<file path="src/rtl/vga_timing_gen.sv">
// vga_timing_gen: VGA raster counters, sync/bright decode and 8x8 game-grid cell index.
// All outputs are registered together, so the counters and their decodes never skew.
module vga_timing_gen #(
  parameter int CLK_DIV     = 4,
  parameter int H_TOTAL     = 800,
  parameter int V_TOTAL     = 525,
  parameter int H_SYNC      = 96,
  parameter int V_SYNC      = 2,
  parameter int H_VIS_START = 144,
  parameter int H_VIS_END   = 783,
  parameter int V_VIS_START = 35,
  parameter int V_VIS_END   = 514,
  parameter int GRID_H0     = 222,
  parameter int GRID_V0     = 35,
  parameter int CELL_SIZE   = 51,
  parameter int CELL_PITCH  = 60,
  parameter int GRID_N      = 8
) (
  input  logic       clk,
  input  logic       rst_n,
  output logic [9:0] hCount,
  output logic [9:0] vCount,
  output logic       bright,
  output logic       hSync,
  output logic       vSync,
  output logic       pix_tick,
  output logic       frame_start,
  output logic       cell_valid,
  output logic [2:0] cell_col,
  output logic [2:0] cell_row
);
  localparam int DW = (CLK_DIV > 1) ? $clog2(CLK_DIV) : 1;
  localparam int OW = $clog2(CELL_PITCH);
  localparam logic [DW-1:0] L_DIV_MAX = DW'(CLK_DIV - 1);
  localparam logic [9:0] L_H_MAX = 10'(H_TOTAL - 1);
  localparam logic [9:0] L_V_MAX = 10'(V_TOTAL - 1);
  localparam logic [9:0] L_HS    = 10'(H_SYNC);
  localparam logic [9:0] L_VS    = 10'(V_SYNC);
  localparam logic [9:0] L_HVS   = 10'(H_VIS_START);
  localparam logic [9:0] L_HVE   = 10'(H_VIS_END);
  localparam logic [9:0] L_VVS   = 10'(V_VIS_START);
  localparam logic [9:0] L_VVE   = 10'(V_VIS_END);
  localparam logic [9:0] L_GH0   = 10'(GRID_H0);
  localparam logic [9:0] L_GV0   = 10'(GRID_V0);
  localparam logic [OW-1:0] L_CS = OW'(CELL_SIZE);
  localparam logic [OW-1:0] L_PM = OW'(CELL_PITCH - 1);
  localparam logic [2:0] L_NM    = 3'(GRID_N - 1);

  logic [DW-1:0] r_div;
  logic [OW+3:0] r_hs, r_vs;
  logic          w_adv, w_hwrap, w_cv;
  logic [9:0]    w_h_nx, w_v_nx;
  logic [OW+3:0] w_hs_nx, w_vs_nx;

  // Axis tracker state is {active, cell index, offset within pitch}; it loads at the
  // grid origin, clears on the axis wrap and retires after the last cell's pitch.
  function automatic logic [OW+3:0] trk(input logic step, input logic ld, input logic clr,
                                        input logic [OW+3:0] s);
    logic          act;
    logic [2:0]    idx;
    logic [OW-1:0] off;
    {act, idx, off} = s;
    if (!step) return s;
    if (ld) return {1'b1, 3'd0, OW'(0)};
    if (clr || !act) return '0;
    if (off == L_PM) return (idx == L_NM) ? '0 : {1'b1, idx + 3'd1, OW'(0)};
    return {1'b1, idx, off + 1'b1};
  endfunction

  always_comb begin
    w_adv   = r_div == L_DIV_MAX;
    w_hwrap = w_adv && hCount == L_H_MAX;
    w_h_nx  = w_hwrap ? '0 : hCount + 10'(w_adv);
    w_v_nx  = !w_hwrap ? vCount : (vCount == L_V_MAX) ? '0 : vCount + 10'd1;
    w_hs_nx = trk(w_adv, w_h_nx == L_GH0, w_h_nx == '0, r_hs);
    w_vs_nx = trk(w_hwrap, w_v_nx == L_GV0, w_v_nx == '0, r_vs);
    w_cv    = w_hs_nx[OW+3] && (w_hs_nx[OW-1:0] < L_CS) && w_vs_nx[OW+3] && (w_vs_nx[OW-1:0] < L_CS);
  end

  always_ff @(posedge clk or negedge rst_n) begin
    if (!rst_n) begin
      r_div       <= '0;
      r_hs        <= '0;
      r_vs        <= '0;
      hCount      <= '0;
      vCount      <= '0;
      bright      <= 1'b0;
      hSync       <= 1'b1;
      vSync       <= 1'b1;
      pix_tick    <= 1'b0;
      frame_start <= 1'b0;
      cell_valid  <= 1'b0;
      cell_col    <= '0;
      cell_row    <= '0;
    end else begin
      r_div       <= w_adv ? '0 : r_div + 1'b1;
      r_hs        <= w_hs_nx;
      r_vs        <= w_vs_nx;
      hCount      <= w_h_nx;
      vCount      <= w_v_nx;
      bright      <= (w_h_nx >= L_HVS) && (w_h_nx <= L_HVE) && (w_v_nx >= L_VVS) && (w_v_nx <= L_VVE);
      hSync       <= w_h_nx < L_HS;
      vSync       <= w_v_nx < L_VS;
      pix_tick    <= w_adv;
      frame_start <= w_adv && w_h_nx == '0 && w_v_nx == '0;
      cell_valid  <= w_cv;
      cell_col    <= w_cv ? w_hs_nx[OW+2:OW] : '0;
      cell_row    <= w_cv ? w_vs_nx[OW+2:OW] : '0;
    end
  end
endmodule

</file>
<file path="config.mk">
export PLATFORM = sky130hd
export DESIGN_NAME = vga_timing_gen
export DESIGN_NICKNAME = d
export VERILOG_FILES = /design/src/rtl/vga_timing_gen.sv
export SDC_FILE = /design/constraint.sdc
export NUM_CORES = 1
export LEC_CHECK = 0
export ABC_AREA = 1
export BUFFER_PORTS_ARGS = -buffer_cell sky130_fd_sc_hd__buf_2
export CORE_MARGIN = 1
export CORE_UTILIZATION = 45
export CTS_CLUSTER_DIAMETER = 50
export DETAILED_ROUTE_END_ITERATION = 8
export SLEW_MARGIN = 20
export SYNTH_ARGS = -nofsm -noshare
export SYNTH_HDL_FRONTEND = slang
export SYNTH_SLANG_ARGS = --single-unit
</file>
<file path="constraint.sdc">
create_clock -name clk -period 4.6 [get_ports clk]
set_input_delay 0.46 -clock clk [delete_from_list [all_inputs] [get_ports clk]]
set_output_delay 0.46 -clock clk [all_outputs]
set_load 0.03 [all_outputs]
</file>
==> results of run 1 <==
==> state kept, by name, summed over array words and instances (netlist names), 2 cells and up <==
signal    cells
cell_col      3
r_hs         10
hCount       10
r_div         2
cell_row      3
vCount       10
r_vs         10
==> where the power goes <==
part	total [uW]	switching [uW]	internal, uW	leakage, uW
logic	9.79	8.94	0.848	0.00137
registers	475	0	475	0.000733
clock network	293	178	114	0.0000506
==> cells by family after synthesis <==
family,Yosys count
buffers and inverters,81
AND/OR/NAND/NOR,294
multiplexers,2
AO/OA/AOI/OAI,26
XOR/XNOR,7
adder cells (fa/ha/maj),11
flip-flops,54
==> area by class of cell <==
type	count	area share, %
clock inverters	3	0.739
inverters	78	7.59
clock buffers	5	1.77
well taps	99	3.18
multi-input cells	340	47.5
repair buffers	34	4.44
flip-flops and latches	54	34.8
==> worst max path at each step <==
| stage | slack [ps] | endpoint | from |
|---|---|---|---|
| 5_1_grt | 1270 | cell_row[2] | r_div[0] |
| 3_5_place_dp | 1610 | cell_row[1] | r_div[0] |
| 3_3_place_gp | 1660 | cell_col[2] | r_div[0] |
| 4_1_cts | 1570 | cell_row[1] | r_div[0] |
| 6_report | 1610 | cell_row[1] | r_div[0] |
| 2_1_floorplan | 2140 | cell_col[0] | r_div[0] |
==> stage by stage <==
step	instance area [sq um]	setup WS (ps)	util, %	power (uW)
3_5_place_dp	3790	1610	51.2	494
3_3_place_gp	3790	1660	51.2	494
5_1_grt	3890	1270	52.5	811
4_1_cts	3890	1570	52.5	792
2_1_floorplan	3520	2140	-	484
6_report	3890	1610	52.5	777
==> cell usage in the layout (no fill, tap or decap), drive strengths merged, types with 2 or more instances in the layout <==
master    n
nor3      6
dfrtp    52
nor3b     2
nor2     75
nand2   156
a21oi     4
o21ai    12
xnor2     4
ha       11
mux2i     2
dfstp     2
clkbuf    5
o21a      3
inv      80
nand3    42
a211oi    2
nand4    10
xor2      3
a21boi    2
buf      34
==> routing by layer <==
metal,part of all wire (%),vias to the layer above,global-route usage [%]
li1,-,1557,-
met4,1.0,0,6.05
met2,46,57,34.4
met3,3.1,6,3.54
met5,0,-,0
met1,49,1430,28.1
==> flow_metrics.tcl, run 1 <==
set metrics [dict create \
    status "completed" \
    grt_pass1_vias 2867 \
    crit_cells 17 \
    overflow 0 \
    fmax_mhz 334 \
    routedWlPerCell_um 12.9 \
    drt_iter0_drc 72 \
    hold_buffers 0 \
    rr_startpoint "r_div[0]" \
    fin_cells 613 \
    synth_mux_area_share_pct 0.569 \
    timing.hold.ws_ps 252 \
    rows 31 \
    ant_nets 0 \
    antenna_found_initial 0 \
    slowest_stage "nand3_2" \
    wl_um 7890 \
    synth-async-reset-ratio_pct 100 \
    hp-class "in2async" \
    path_class "reg2reg" \
    num-fill-cells 723 \
    ir_drop_mv 0.124 \
    synth_warnings 0 \
    yosys.area_share.simple_pct 40.9 \
    tns_ps 0 \
    grt_pass1_wl_um 13600 \
    syn_area_sq_um 3520 \
    ff2ff_setup_slack_ps 1610 \
    start_util_pct 47.5 \
    synth_fp_nets 488 \
    grt_start_max_net_pins 55 \
    dr.pass1.iters 4 \
    yosysMostFrequentCell "nand2_1" \
    clkTransAtPathRegs_ps 110 \
    power.leakage_uw 0.00216 \
    worstPathArrival_ps 3250 \
    yosysTopAreaCell "dfrtp_1" \
    critPathBufInv 2 \
    crit_chain "ha_1, inv_2, nor2_8, nand3_2, nand2_1, inv_2, nor2_2, nand2_2, nor2_4, nand3_4, nand2_4, nor2_1, a21boi_2, nor2_1, nand2_2, nand2_4, nor2_2" \
    tritoncts "done" \
    synth_edf_count 0 \
    worstReg2RegEnd "cell_row[1]" \
    synth-seq-area-share_pct 38.5 \
    io_pins 34 \
    critical_path.max_stage_delay_ps 380 \
    placed_cells 605 \
    cpLargestDelayFamily "simple AND/OR/NAND/NOR gates" \
    crit_path_start_kind "flop" \
    core_sq_um 7410 \
    post_cts_resized 0 \
    ys_top_cells_by_area "dfrtp_1, nand2_1, inv_1, nor2_1, nand3_1" \
    hpwl_um 5980 \
    ff2ff_path_depth 17 \
    synth_top_area_share_pct 37.0 \
    slew_headroom_pct 54.7 \
    die_y_um 90.4 \
    setup-violations-final 0 \
    insertion_delay_ps 320 \
    syn2layout_area_growth_pct 10.7 \
    synth.distinct_cells 37 \
    synth_common_cells "nand2_1, inv_1, nor2_1" \
    fin_crit_sh_pct 65.0 \
    drc 0 \
    maxCapViolCount 0 \
    avgSynthCellArea_sq_um 7.40 \
    crit_fanout 19 \
    skew_ps 16.9 \
    endpoint_kind "flop" \
    vias_per_cell 4.98 \
    synthAdderAreaFrac_pct 3.91 \
    die_area_sq_um 8170 \
    diodes 0 \
    via_count 3050 \
    synth_compound_gate_area_share_pct 5.30 \
    cts_setup_buffers 0 \
    register_area_sq_um 1350 \
    tightest_slew_ps 680 \
    root_buffer "clkbuf_8" \
    crit_required_ps 4860 \
    gp_congestion 0.854 \
    fin_nets 526 \
    htreeDepth 2 \
    fin_crit_ps 2990 \
    cts.sinks 54 \
    port_buffers 33 \
    rsz0062_at_grt "no" \
    ys.flop_type "dfrtp_1" \
    drive_above_1_share_pct 19.6 \
    grt_use_total_pct 20.8 \
    syn_inst 475 \
    finalHoldViolCount 0 \
    synth_top_family_by_area "simple AND/OR/NAND/NOR gates" \
    synth_seq_cells 54 \
    drv_slew 0 \
    power.density_nw_per_um2 200 \
    numCtsBuffers 5 \
    die_w_um 90.4 \
    synthXorXnorAreaFrac_pct 1.74 \
    multi_input_area_sq_um 1850 \
    clockBufferDepth 2 \
]
Note: power is estimated with default switching activity, not from simulation.
==> inputs of run 2 (changes only) <==
==> constraint.sdc (replaced) <==
create_clock -name clk -period 3.1 [get_ports clk]
set_input_delay 0.31 -clock clk [delete_from_list [all_inputs] [get_ports clk]]
set_output_delay 0.31 -clock clk [all_outputs]
set_load 0.03 [all_outputs]
==> flow_metrics.tcl, run 2 (synthesis gave the netlist of run 1 again) <==
set metrics [dict create \
    htreeDepth 2 \
    drc 0 \
    ff2ff_setup_slack_ps 390 \
    wl_um 7820 \
    setup-violations-final 0 \
    postLayoutCellArea_sq_um 3960 \
    rr_startpoint "r_div[0]" \
    power.density_nw_per_um2 308 \
    min_to "r_div[0]" \
    rsz0062_at_grt "no" \
    skew_ps 10.3 \
    tritoncts "done" \
    diodes 0 \
    path_class "reg2reg" \
    gp_congestion 0.907 \
    tightest_slew_ps 573 \
    insertion_delay_ps 310 \
    power.leakage_uw 0.00219 \
    fin_nets 532 \
    crit_chain "ha_2, ha_1, nand3_1, nor2_2, nand2_1, nand2_1, nand3_1, nand2_1, inv_1, nand3_1, nand2_1, nor2_2, nand2_1, nand2_1, nand2_1, inv_1, a21oi_4, nand2_4, nor2_2" \
    core_sq_um 7410 \
    die_w_um 90.4 \
    slowest_stage "dfrtp_1" \
    tns_ps 0 \
    cts_setup_buffers 0 \
    io_pins 34 \
    syn2layout_area_growth_pct 12.7 \
    grt_use_total_pct 20.7 \
    fmax_mhz 369 \
    hpwl_um 5940 \
    root_buffer "clkbuf_8" \
    clkTransAtPathRegs_ps 110 \
    dpl_cell_area_sq_um 3830 \
    crit_fanout 9 \
    drt_iter0_drc 126 \
    fin_crit_sh_pct 87.4 \
    cts.sinks 54 \
    hold_start "r_div[0]" \
    critical_path.max_stage_delay_ps 360 \
    numCtsBuffers 5 \
    finalHoldViolCount 0 \
    port_buffers 33 \
    maxCapViolCount 0 \
    crit_required_ps 3320 \
    worstReg2RegEnd "cell_row[1]" \
    die_y_um 90.4 \
    antenna_found_initial 0 \
    slew_headroom_pct 61.5 \
    clockBufferDepth 2 \
    final_common_cell "nand2_1" \
    final_cell_mix "nand2_1, inv_1, nor2_1, dfrtp_1" \
    ir_drop_mv 0.148 \
    dr.pass1.iters 5 \
    status "completed" \
    grt_start_max_net_pins 39 \
    grt_pass1_vias 2941 \
    fin_crit_ps 2710 \
    start_util_pct 47.5 \
    drv_slew 0 \
    endpoint_kind "flop" \
    routedWlPerCell_um 12.6 \
    ff2ff_path_depth 19 \
    crit_path_start_kind "flop" \
    rows 31 \
    drive_above_1_share_pct 20.8 \
    crit_top_cell "nand2_1" \
    grt_pass1_wl_um 13700 \
    overflow 0 \
    worstPathArrival_ps 2930 \
    hold_depth 1 \
    die_area_sq_um 8170 \
    via_count 3077 \
    vias_per_cell 4.97 \
    hp-class "reg2reg" \
    ant_nets 0 \
]
run 2: worst max-delay path by stage:
stage,startpoint,endpoint,slack [ps],cells past startpoint
global route,vCount[0],cell_row[1],70,18
finish,r_div[0],cell_row[1],390,19
detailed placement,r_div[0],cell_row[1],180,19
global placement,r_div[0],cell_col[1],230,19
floorplan,r_div[0],cell_col[0],640,19
CTS,r_div[0],cell_row[1],160,19
run 2: layer usage:
metal	wire [um]	vias to the layer above	share of wire, %	global-route usage, %
met3	345	4	4.4	2.53
met2	3630	71	46	32.9
met5	0	-	0	0
li1	-	1565	-	-
met4	59	0	0.75	5.11
met1	3790	1437	48	29.9
run 2: per-stage QoR:
| stage | utilization (%) | instances | worst slack [ps] | hold slack (ps) | total power, uW |
|---|---|---|---|---|---|
| global route | 53.5 | 619 | 68.3 | 469 | 1270 |
| CTS | 53.4 | 619 | 159 | 432 | 1240 |
| floorplan | - | 475 | 637 | 14.4 | 718 |
| finish | 53.5 | 619 | 391 | 435 | 1220 |
| global placement | 51.7 | 610 | 233 | 255 | 734 |
| detailed placement | 51.7 | 610 | 185 | 261 | 734 |
run 2: repair_timing:
item	in CTS	in global routing
setup endpoints to repair	0	7
hold buffers	1	0
resized for setup	0	3
hold endpoints to repair	15	0
run 2: report_power, final:
part | internal (uW) | switching, uW
clock | 246 | 253
sequential | 704 | 0
combinational | 2.07 | 13.8
run 2: critical path: cells and delay by family, from the launching register on:
kind | cells | cell delay [ps]
DFF | 1 | 360
adders and majority gates | 2 | 520
buffers and inverters | 2 | 170
and+or+nand+nor | 14 | 1470
AOI/OAI and AO/OA | 1 | 70
run 2: final cells by class:
cell class,count,area [sq um]
clock buffer,5,68.8
sequential,54,1350
tap,99,124
timing repair buffer,40,220
fill,751,3450
inverter,78,295
clock inverter,3,48.8
multi-input combinational,340,1850
==> inputs of run 3 (changes only) <==
==> constraint.sdc (replaced) <==
create_clock -name clk -period 3.1 [get_ports clk]
set_input_delay 0.465 -clock clk [delete_from_list [all_inputs] [get_ports clk]]
set_output_delay 0.465 -clock clk [all_outputs]
set_load 0.03 [all_outputs]
==> flow_metrics.tcl, run 3 (synthesis gave the netlist of run 1 again) <==
set metrics [dict create \
    diodes 0 \
    endpoint_kind "flop" \
    final_common_cell "nand2_1" \
    hpwl_um 6030 \
    maxCapViolCount 0 \
    clkTransAtPathRegs_ps 120 \
    drv_slew 0 \
    worstPathArrival_ps 2960 \
    via_count 3061 \
    crit_fanout 9 \
    die_y_um 90.4 \
    hp-class "in2async" \
    hold_buffers 0 \
    drc 0 \
    drive_above_1_share_pct 21.0 \
    final_cell_mix "nand2_1, inv_1, nor2_1, dfrtp_1" \
    timing.hold.ws_ps 30.9 \
    skew_ps 19.8 \
    fin_crit_ps 2740 \
    root_buffer "clkbuf_8" \
    power.leakage_uw 0.00218 \
    routedWlPerCell_um 12.7 \
    die_area_sq_um 8170 \
    io_pins 34 \
    grt_pass1_wl_um 13700 \
    port_buffers 33 \
    setup-violations-final 0 \
    tritoncts "done" \
    gp_congestion 0.897 \
    ff2ff_path_depth 19 \
    insertion_delay_ps 320 \
    vias_per_cell 4.95 \
    numCtsBuffers 5 \
    fin_nets 531 \
    dr.pass1.iters 4 \
    slew_headroom_pct 61.2 \
    core_sq_um 7410 \
    rsz0062_at_grt "no" \
    rr_startpoint "r_div[0]" \
    fin_crit_sh_pct 88.4 \
    syn2layout_area_growth_pct 11.9 \
    start_util_pct 47.5 \
    die_w_um 90.4 \
    register_area_sq_um 1350 \
    fin_cells 618 \
    rows 31 \
    fmax_mhz 365 \
    grt_use_total_pct 20.7 \
    post-route-util_pct 53.1 \
    status "completed" \
    crit_required_ps 3320 \
    wl_um 7830 \
    tns_ps 0 \
    multi_input_area_sq_um 1850 \
    tightest_slew_ps 578 \
    placed_cells 610 \
    ant_nets 0 \
    power.density_nw_per_um2 292 \
    clockBufferDepth 2 \
    htreeDepth 2 \
    antenna_found_initial 0 \
    crit_path_start_kind "flop" \
    drt_iter0_drc 176 \
    path_class "reg2reg" \
    grt_start_max_net_pins 41 \
    cts.sinks 54 \
    grt_pass1_vias 2929 \
    ff2ff_setup_slack_ps 360 \
    num-fill-cells 715 \
    overflow 0 \
    finalHoldViolCount 0 \
    worstReg2RegEnd "cell_row[2]" \
    ir_drop_mv 0.144 \
]
## run 3: cell count changes in the layout (fill, tap and decap cells not counted)
cell | previous run | this run
ha_2 | 1 | 2
ha_1 | 10 | 9
bufinv_16 | 1 | 0
clkinv_4 | 0 | 2
dlygate4sd3_1 | 1 | 0
clkinvlp_4 | 1 | 0
## run 3: critical path, cell delays in order, from the launching register on
cell and delay (ps):
dfrtp_1 370, ha_2 280, ha_2 240, nand3_1 100
nor2_2 180, nand2_1 70, nand2_1 60, nand3_1 90
nand2_1 170, inv_1 90, nand3_1 130, nand2_1 90
nor2_2 190, nand2_1 80, nand2_1 80, nand2_1 70
inv_1 100, a21oi_4 70, nand2_4 130, nor2_2 40
## run 3: layout make-up
class,instances,share of cell area (%)
inverters,78,7.50
clock inverters,3,0.731
multi-input cells,340,47.1
flip-flops and latches,54,34.4
clock buffers,5,1.75
repair buffers,39,5.34
well taps,99,3.15
## run 3: timing repair
action / CTS / global route
endpoints found under the setup margin: 0 / 9
resized for setup: 0 / 4
buffers inserted: 0 / 0
## run 3: how the worst max path moves through the flow
stage / startpoint / end / slack (ps) / cells after the start
6_report: r_div[0] / cell_row[2] / 360 / 19
5_1_grt: r_div[0] / cell_row[0] / 30 / 19
4_1_cts: r_div[0] / cell_col[0] / 90 / 19
3_5_place_dp: r_div[0] / cell_col[0] / 110 / 19
3_3_place_gp: r_div[0] / cell_col[1] / 200 / 19
2_1_floorplan: r_div[0] / cell_col[0] / 640 / 19
## run 3: where the power goes
part	total (uW)	switching, uW	internal (uW)
clock	430	262	168
combinational	14.9	13.7	1.26
sequential	704	0	704
total	1150	275	874
## run 3: stage by stage
step	total power, uW	instance area, sq um	setup slack, ps
after CTS	1170	3930	92.9
after detailed placement	734	3830	114
after global routing	1190	3940	29.7
after global placement	734	3830	205
after floorplan	718	3520	637
final	1150	3940	358
## run 3: metal layers
| layer | global-route usage (%) | vias up | part of all wire, % |
|---|---|---|---|
| met5 | 0 | - | 0 |
| met4 | 6.72 | 0 | 1.5 |
| met3 | 2.44 | 12 | 3.5 |
| met2 | 33.2 | 63 | 46 |
| met1 | 29.1 | 1423 | 49 |
| li1 | - | 1563 | - |
